[src/rtl/alu_pkg.sv]
// Shared widths, opcodes, FSM encoding and instruction payload for the ALU issue controller.
package alu_pkg;

  localparam int unsigned DATA_W = 8;
  localparam int unsigned NREG   = 8;
  localparam int unsigned ADDR_W = 3;
  localparam int unsigned OP_W   = 4;

  localparam logic [OP_W-1:0] OP_ADD = 4'b0000;
  localparam logic [OP_W-1:0] OP_SUB = 4'b0001;
  localparam logic [OP_W-1:0] OP_AND = 4'b0010;
  localparam logic [OP_W-1:0] OP_OR  = 4'b0011;
  localparam logic [OP_W-1:0] OP_NOT = 4'b0100;
  localparam logic [OP_W-1:0] OP_LDI = 4'b1111;

  typedef enum logic [1:0] {
    ST_IDLE = 2'd0,
    ST_READ = 2'd1,
    ST_EXEC = 2'd2,
    ST_WB   = 2'd3
  } state_t;

  typedef struct packed {
    logic [OP_W-1:0]   op;
    logic [ADDR_W-1:0] rd;
    logic [ADDR_W-1:0] rs;
    logic [ADDR_W-1:0] rt;
    logic              imm_sel;
    logic [DATA_W-1:0] imm;
  } instr_t;

  // Opcodes that actually drive the external ALU.
  function automatic logic op_uses_alu(input logic [OP_W-1:0] op);
    return (op == OP_ADD) || (op == OP_SUB) || (op == OP_AND) ||
           (op == OP_OR)  || (op == OP_NOT);
  endfunction

endpackage

[src/rtl/reg_file.sv]
// NREG x DATA_W register file: two combinational read ports, one synchronous write port.
module reg_file
  import alu_pkg::*;
(
  input  logic              clk,
  input  logic              rst_n,
  input  logic [ADDR_W-1:0] ra_addr,
  output logic [DATA_W-1:0] ra_data,
  input  logic [ADDR_W-1:0] rb_addr,
  output logic [DATA_W-1:0] rb_data,
  input  logic              we,
  input  logic [ADDR_W-1:0] wa,
  input  logic [DATA_W-1:0] wd
);

  logic [DATA_W-1:0] mem [NREG];

  always_ff @(posedge clk or negedge rst_n) begin
    if (!rst_n) begin
      mem <= '{default: '0};
    end else if (we) begin
      mem[wa] <= wd;
    end
  end

  assign ra_data = mem[ra_addr];
  assign rb_data = mem[rb_addr];

endmodule

[src/rtl/alu_issue_ctrl.sv]
// Issue controller in front of the 8-bit combinational ALU: fetch operands, drive ALU,
// capture result, hand it downstream and write it back.
module alu_issue_ctrl
  import alu_pkg::*;
(
  input  logic              clk,
  input  logic              rst_n,
  input  logic              in_valid,
  output logic              in_ready,
  input  logic [3:0]        in_op,
  input  logic [ADDR_W-1:0] in_rd,
  input  logic [ADDR_W-1:0] in_rs,
  input  logic [ADDR_W-1:0] in_rt,
  input  logic              in_imm_sel,
  input  logic [DATA_W-1:0] in_imm,
  output logic [3:0]        alu_ctrl,
  output logic [DATA_W-1:0] alu_x,
  output logic [DATA_W-1:0] alu_y,
  input  logic [DATA_W-1:0] alu_out,
  input  logic              alu_carry,
  output logic              res_valid,
  input  logic              res_ready,
  output logic [DATA_W-1:0] res_data,
  output logic              res_carry,
  output logic [ADDR_W-1:0] res_rd,
  output logic              res_err
);

  state_t            state, state_nxt;
  instr_t            ins;
  logic [DATA_W-1:0] rf_x, rf_y, op_y;
  logic              rf_we;

  always_ff @(posedge clk or negedge rst_n) begin
    if (!rst_n) state <= ST_IDLE;
    else        state <= state_nxt;
  end

  always_comb begin
    state_nxt = state;
    case (state)
      ST_IDLE: if (in_valid)  state_nxt = ST_READ;
      ST_READ:                state_nxt = ST_EXEC;
      ST_EXEC:                state_nxt = ST_WB;
      ST_WB:   if (res_ready) state_nxt = ST_IDLE;
      default:                state_nxt = ST_IDLE;
    endcase
  end

  assign in_ready = (state == ST_IDLE);

  always_ff @(posedge clk or negedge rst_n) begin
    if (!rst_n) begin
      ins <= '0;
    end else if (in_ready && in_valid) begin
      ins <= '{op: in_op, rd: in_rd, rs: in_rs, rt: in_rt,
               imm_sel: in_imm_sel, imm: in_imm};
    end
  end

  reg_file u_rf (
    .clk     (clk),
    .rst_n   (rst_n),
    .ra_addr (ins.rs),
    .ra_data (rf_x),
    .rb_addr (ins.rt),
    .rb_data (rf_y),
    .we      (rf_we),
    .wa      (res_rd),
    .wd      (res_data)
  );

  assign op_y = ins.imm_sel ? ins.imm : rf_y;

  // LDI and illegal opcodes park the ALU on a harmless AND of zeros.
  always_ff @(posedge clk or negedge rst_n) begin
    if (!rst_n) begin
      alu_ctrl <= '0;
      alu_x    <= '0;
      alu_y    <= '0;
    end else if (state == ST_READ) begin
      if (op_uses_alu(ins.op)) begin
        alu_ctrl <= ins.op;
        alu_x    <= rf_x;
        alu_y    <= op_y;
      end else begin
        alu_ctrl <= OP_AND;
        alu_x    <= '0;
        alu_y    <= '0;
      end
    end
  end

  always_ff @(posedge clk or negedge rst_n) begin
    if (!rst_n) begin
      res_valid <= 1'b0;
      res_data  <= '0;
      res_carry <= 1'b0;
      res_rd    <= '0;
      res_err   <= 1'b0;
    end else if (state == ST_EXEC) begin
      res_valid <= 1'b1;
      res_rd    <= ins.rd;
      case (ins.op)
        OP_ADD, OP_SUB: begin
          res_data  <= alu_out;
          res_carry <= alu_carry;
          res_err   <= 1'b0;
        end
        OP_AND, OP_OR, OP_NOT: begin
          res_data  <= alu_out;
          res_carry <= 1'b0;
          res_err   <= 1'b0;
        end
        OP_LDI: begin
          res_data  <= ins.imm;
          res_carry <= 1'b0;
          res_err   <= 1'b0;
        end
        default: begin
          res_data  <= '0;
          res_carry <= 1'b0;
          res_err   <= 1'b1;
        end
      endcase
    end else if (state == ST_WB && res_ready) begin
      res_valid <= 1'b0;
    end
  end

  // Write-back happens only on the downstream handshake, so a stall never writes twice.
  assign rf_we = (state == ST_WB) && res_ready && !res_err;

endmodule

[config.mk]
export PLATFORM = sky130hd
export DESIGN_NAME = alu_issue_ctrl
export DESIGN_NICKNAME = d
export VERILOG_FILES = /design/src/rtl/alu_pkg.sv /design/src/rtl/reg_file.sv /design/src/rtl/alu_issue_ctrl.sv
export SDC_FILE = /design/constraint.sdc
export NUM_CORES = 1
export LEC_CHECK = 0
export BUFFER_PORTS_ARGS = -buffer_cell sky130_fd_sc_hd__buf_2
export CORE_MARGIN = 4
export CORE_UTILIZATION = 58
export CTS_CLUSTER_SIZE = 25
export DETAILED_ROUTE_END_ITERATION = 8
export PLACE_DENSITY = 0.79
export SETUP_SLACK_MARGIN = 0.05
export SYNTH_ARGS = -nofsm -noshare
export SYNTH_HDL_FRONTEND = slang
export SYNTH_HIERARCHICAL = 1
export SYNTH_SLANG_ARGS = --single-unit
[constraint.sdc]
create_clock -name clk -period 2.5 [get_ports clk]
set_clock_uncertainty 0.2 [all_clocks]
set_input_delay 0.5 -clock clk [delete_from_list [all_inputs] [get_ports clk]]
set_output_delay 0.5 -clock clk [all_outputs]
set_load 0.01 [all_outputs]
==> metrics.yaml <==
timing:
  fmax_mhz: 450
  whs_ps: 14.6
  post-route-min-period_ps: 2220
  relSlewSlack_pct: 46.5
  drv_slew: 0
  worst_pin_slew_ps: 803
  final.setup.tns_ps: 0
  rsz0062_at_grt: "no"
  fin_crit_sh_pct: 88.9
  hold_viol_final: 0
  finalSetupViolCount: 0
worst_setup_path:
  crit_fanout: 8
  endpoint_kind: "flip-flop"
  required_ps: 2700
  critPathLaunchType: "flip-flop"
  critPathKind: "reg -> reg"
  r2r_cells: 6
  cp.arrival_ps: 2420
logic_synthesis:
  syn_area_um2: 5950
  synth_ff_type: "dfrtp_1"
  yosys.area_share.xor_xnor_pct: 0
  synth_compound_area_share_pct: 4.98
  postSynthAreaPerCell_um2: 16.2
  synth_fp_nets: 407
  synth_top_family_by_area: "multiplexers"
  ys_ff_latch: 122
  yosysSeqAreaShare_pct: 51.3
  yosysUniqueCellTypes: 39
  synth-async-reset-ratio_pct: 100
  synth_fa_ha_area_share_pct: 0.841
  synthSimpleGateAreaFrac_pct: 4.43
  muxShareOfSynthArea_pct: 35.3
  synth-edff-count: 0
  ys_warn_count: 6
  synthCells: 368
floorplan:
  placementRows: 36
  dieWidth_um: 109
  initial_core_util_pct: 60.4
  num_io_pins: 70
  dieArea_um2: 12000
  core_um2: 9860
  dieHeight_um: 109
clock_network:
  clk_pin_slew_worst_paths_ps: 60
  clk_latency_ps: 510
  numCtsBuffers: 17
  clock-root-buffer: "clkbuf_8"
  htreeDepth: 4
  cts_tree: "yes"
  numClockSinks: 122
  cts.path.max_buffers: 2
global_route:
  overflow: 0
  grt_pass1_wl_um: 21900
  antenna_found_initial: 0
  grtUsageTotal_pct: 25.1
  grt_pass1_vias: 3995
  grt_max_degree: 43
final_layout:
  fin_cells: 602
  fin_nets: 496
  areaGrowthSynthToFinish_pct: 19.2
  final_cell_area_um2: 7100
  final_common_cell: "dfrtp_1"
  most-common-layout-cells: "dfrtp_1 (122), mux2_2 (101), buf_2 (68), mux4_1 (29), clkbuf_16 (16)"
  diodes: 0
  final_layout_size_suffix_gt1_share_pct: 48.2
drt:
  vias_per_cell: 6.17
  drc: 0
  totalWireLength_um: 13700
  drtIter0Drc: 157
  ant_nets: 0
  wl_per_cell_um: 22.8
  drt-pass1-iter-count: 4
  vias: 3717
hold_path:
  hp-class: "in -> reg"
  hold_path_depth: 2
power:
  p_leak_nw: 3.57
  ir_worst_vdd_v: 0.00117
  power.density_nw_per_um2: 1230
place:
  placed_cell_area_um2: 6460
  dp_hpwl_um: 9210
  numPortBuffers: 69
  routabilityCongestion: 0.860
  dp.cells: 562
status:
  status: "completed"
flow_run:
  drv_cap: 0
## critical path, stage by stage, from the launching register on
cell	delay [ps]
dfrtp_1	390
ha_1	180
nand2_1	80
nor2_2	250
nor4bb_1	400
buf_4	250
mux2_2	350
## synth_stat cells, types with 2 or more instances
library cell	n	share of area [%]
clkbuf_1	3	0.19
and2b_1	7	0.88
mux2i_1	8	1.3
nand2_1	4	0.25
buf_1	2	0.13
dfrtp_1	122	51
inv_1	7	0.44
a221o_1	8	1.3
mux4_2	3	1.1
o2bb2ai_1	8	1.2
nor4bb_1	3	0.50
a22o_1	8	1.2
buf_12	2	0.67
nor2b_1	5	0.53
mux2_2	101	19
ha_1	4	0.84
mux2_1	5	0.95
mux4_1	29	13
nor3_4	2	0.55
nor2_1	2	0.13
nand4b_1	4	0.59
buf_2	12	1.0
buf_6	3	0.57
## through the flow
step | power (mW) | setup WS (ps) | utilization (%)
after detailed placement | 6.50 | 111 | 65.5
after floorplan | 5.55 | 507 | -
after global routing | 9.24 | 166 | 72.0
after global placement | 6.36 | 244 | 65.5
after CTS | 8.81 | 121 | 71.8
final | 8.76 | 277 | 72.0
## sequential cells by signal, indices dropped and copies added, names as in the netlist
name,count
u_rf/mem,64
ins,22
alu_x,8
alu_y,8
res_data,8
alu_ctrl,4
res_rd,3
state,2
res_carry,1
res_err,1
res_valid,1
## power by group
| group | internal [mW] | switching, mW | total [mW] |
|---|---|---|---|
| clock | 1.45 | 0.819 | 2.27 |
| sequential | 2.72 | 0.982 | 3.70 |
| combinational | 1.65 | 1.14 | 2.79 |
| total | 5.82 | 2.94 | 8.76 |
## cells by family after synthesis
kind of cell,Yosys count
AO/OA/AOI/OAI,33
adder cells (fa/ha/maj),4
buffers and inverters,31
flip-flops,122
multiplexers,146
AND/OR/NAND/NOR,32
## routing by layer
metal  vias to the layer above  share of wire, %  track usage [%]
met4                         0               1.9             10.4
met3                        20               4.0             4.99
met5                         -                 0                0
met2                        98                50             40.5
met1                      1978                44             33.7
li1                       1621                 -                -
## final timing paths
kind	start	end	slack (ps)
setup / recovery	state[0]	u_rf/mem[50]	280
hold reg to reg	ins[17]	ins[17]	290
setup reg to reg	state[0]	u_rf/mem[50]	280
max in group asynchronous	rst_n	u_rf/mem[14]	1310
min in group asynchronous	rst_n	res_data[2]	230
hold / removal	in_rs[2]	ins[14]	10
## timing repair
item	4_1_cts	5_1_grt
resized for setup	0	1
setup endpoints to repair	0	24
buffers inserted	0	2
endpoints found under the hold margin	25	0
hold buffers	7	0
## layout make-up
| type | instances | area [um2] |
|---|---|---|
| multi-input combinational | 215 | 2720 |
| timing repair buffer | 93 | 583 |
| clock inverter | 9 | 97.6 |
| clock buffer | 22 | 453 |
| inverter | 8 | 30.0 |
| tap | 133 | 166 |
| sequential | 122 | 3050 |
| fill | 638 | 2770 |
No activity file was read; power rests on OpenSTA's default activity.
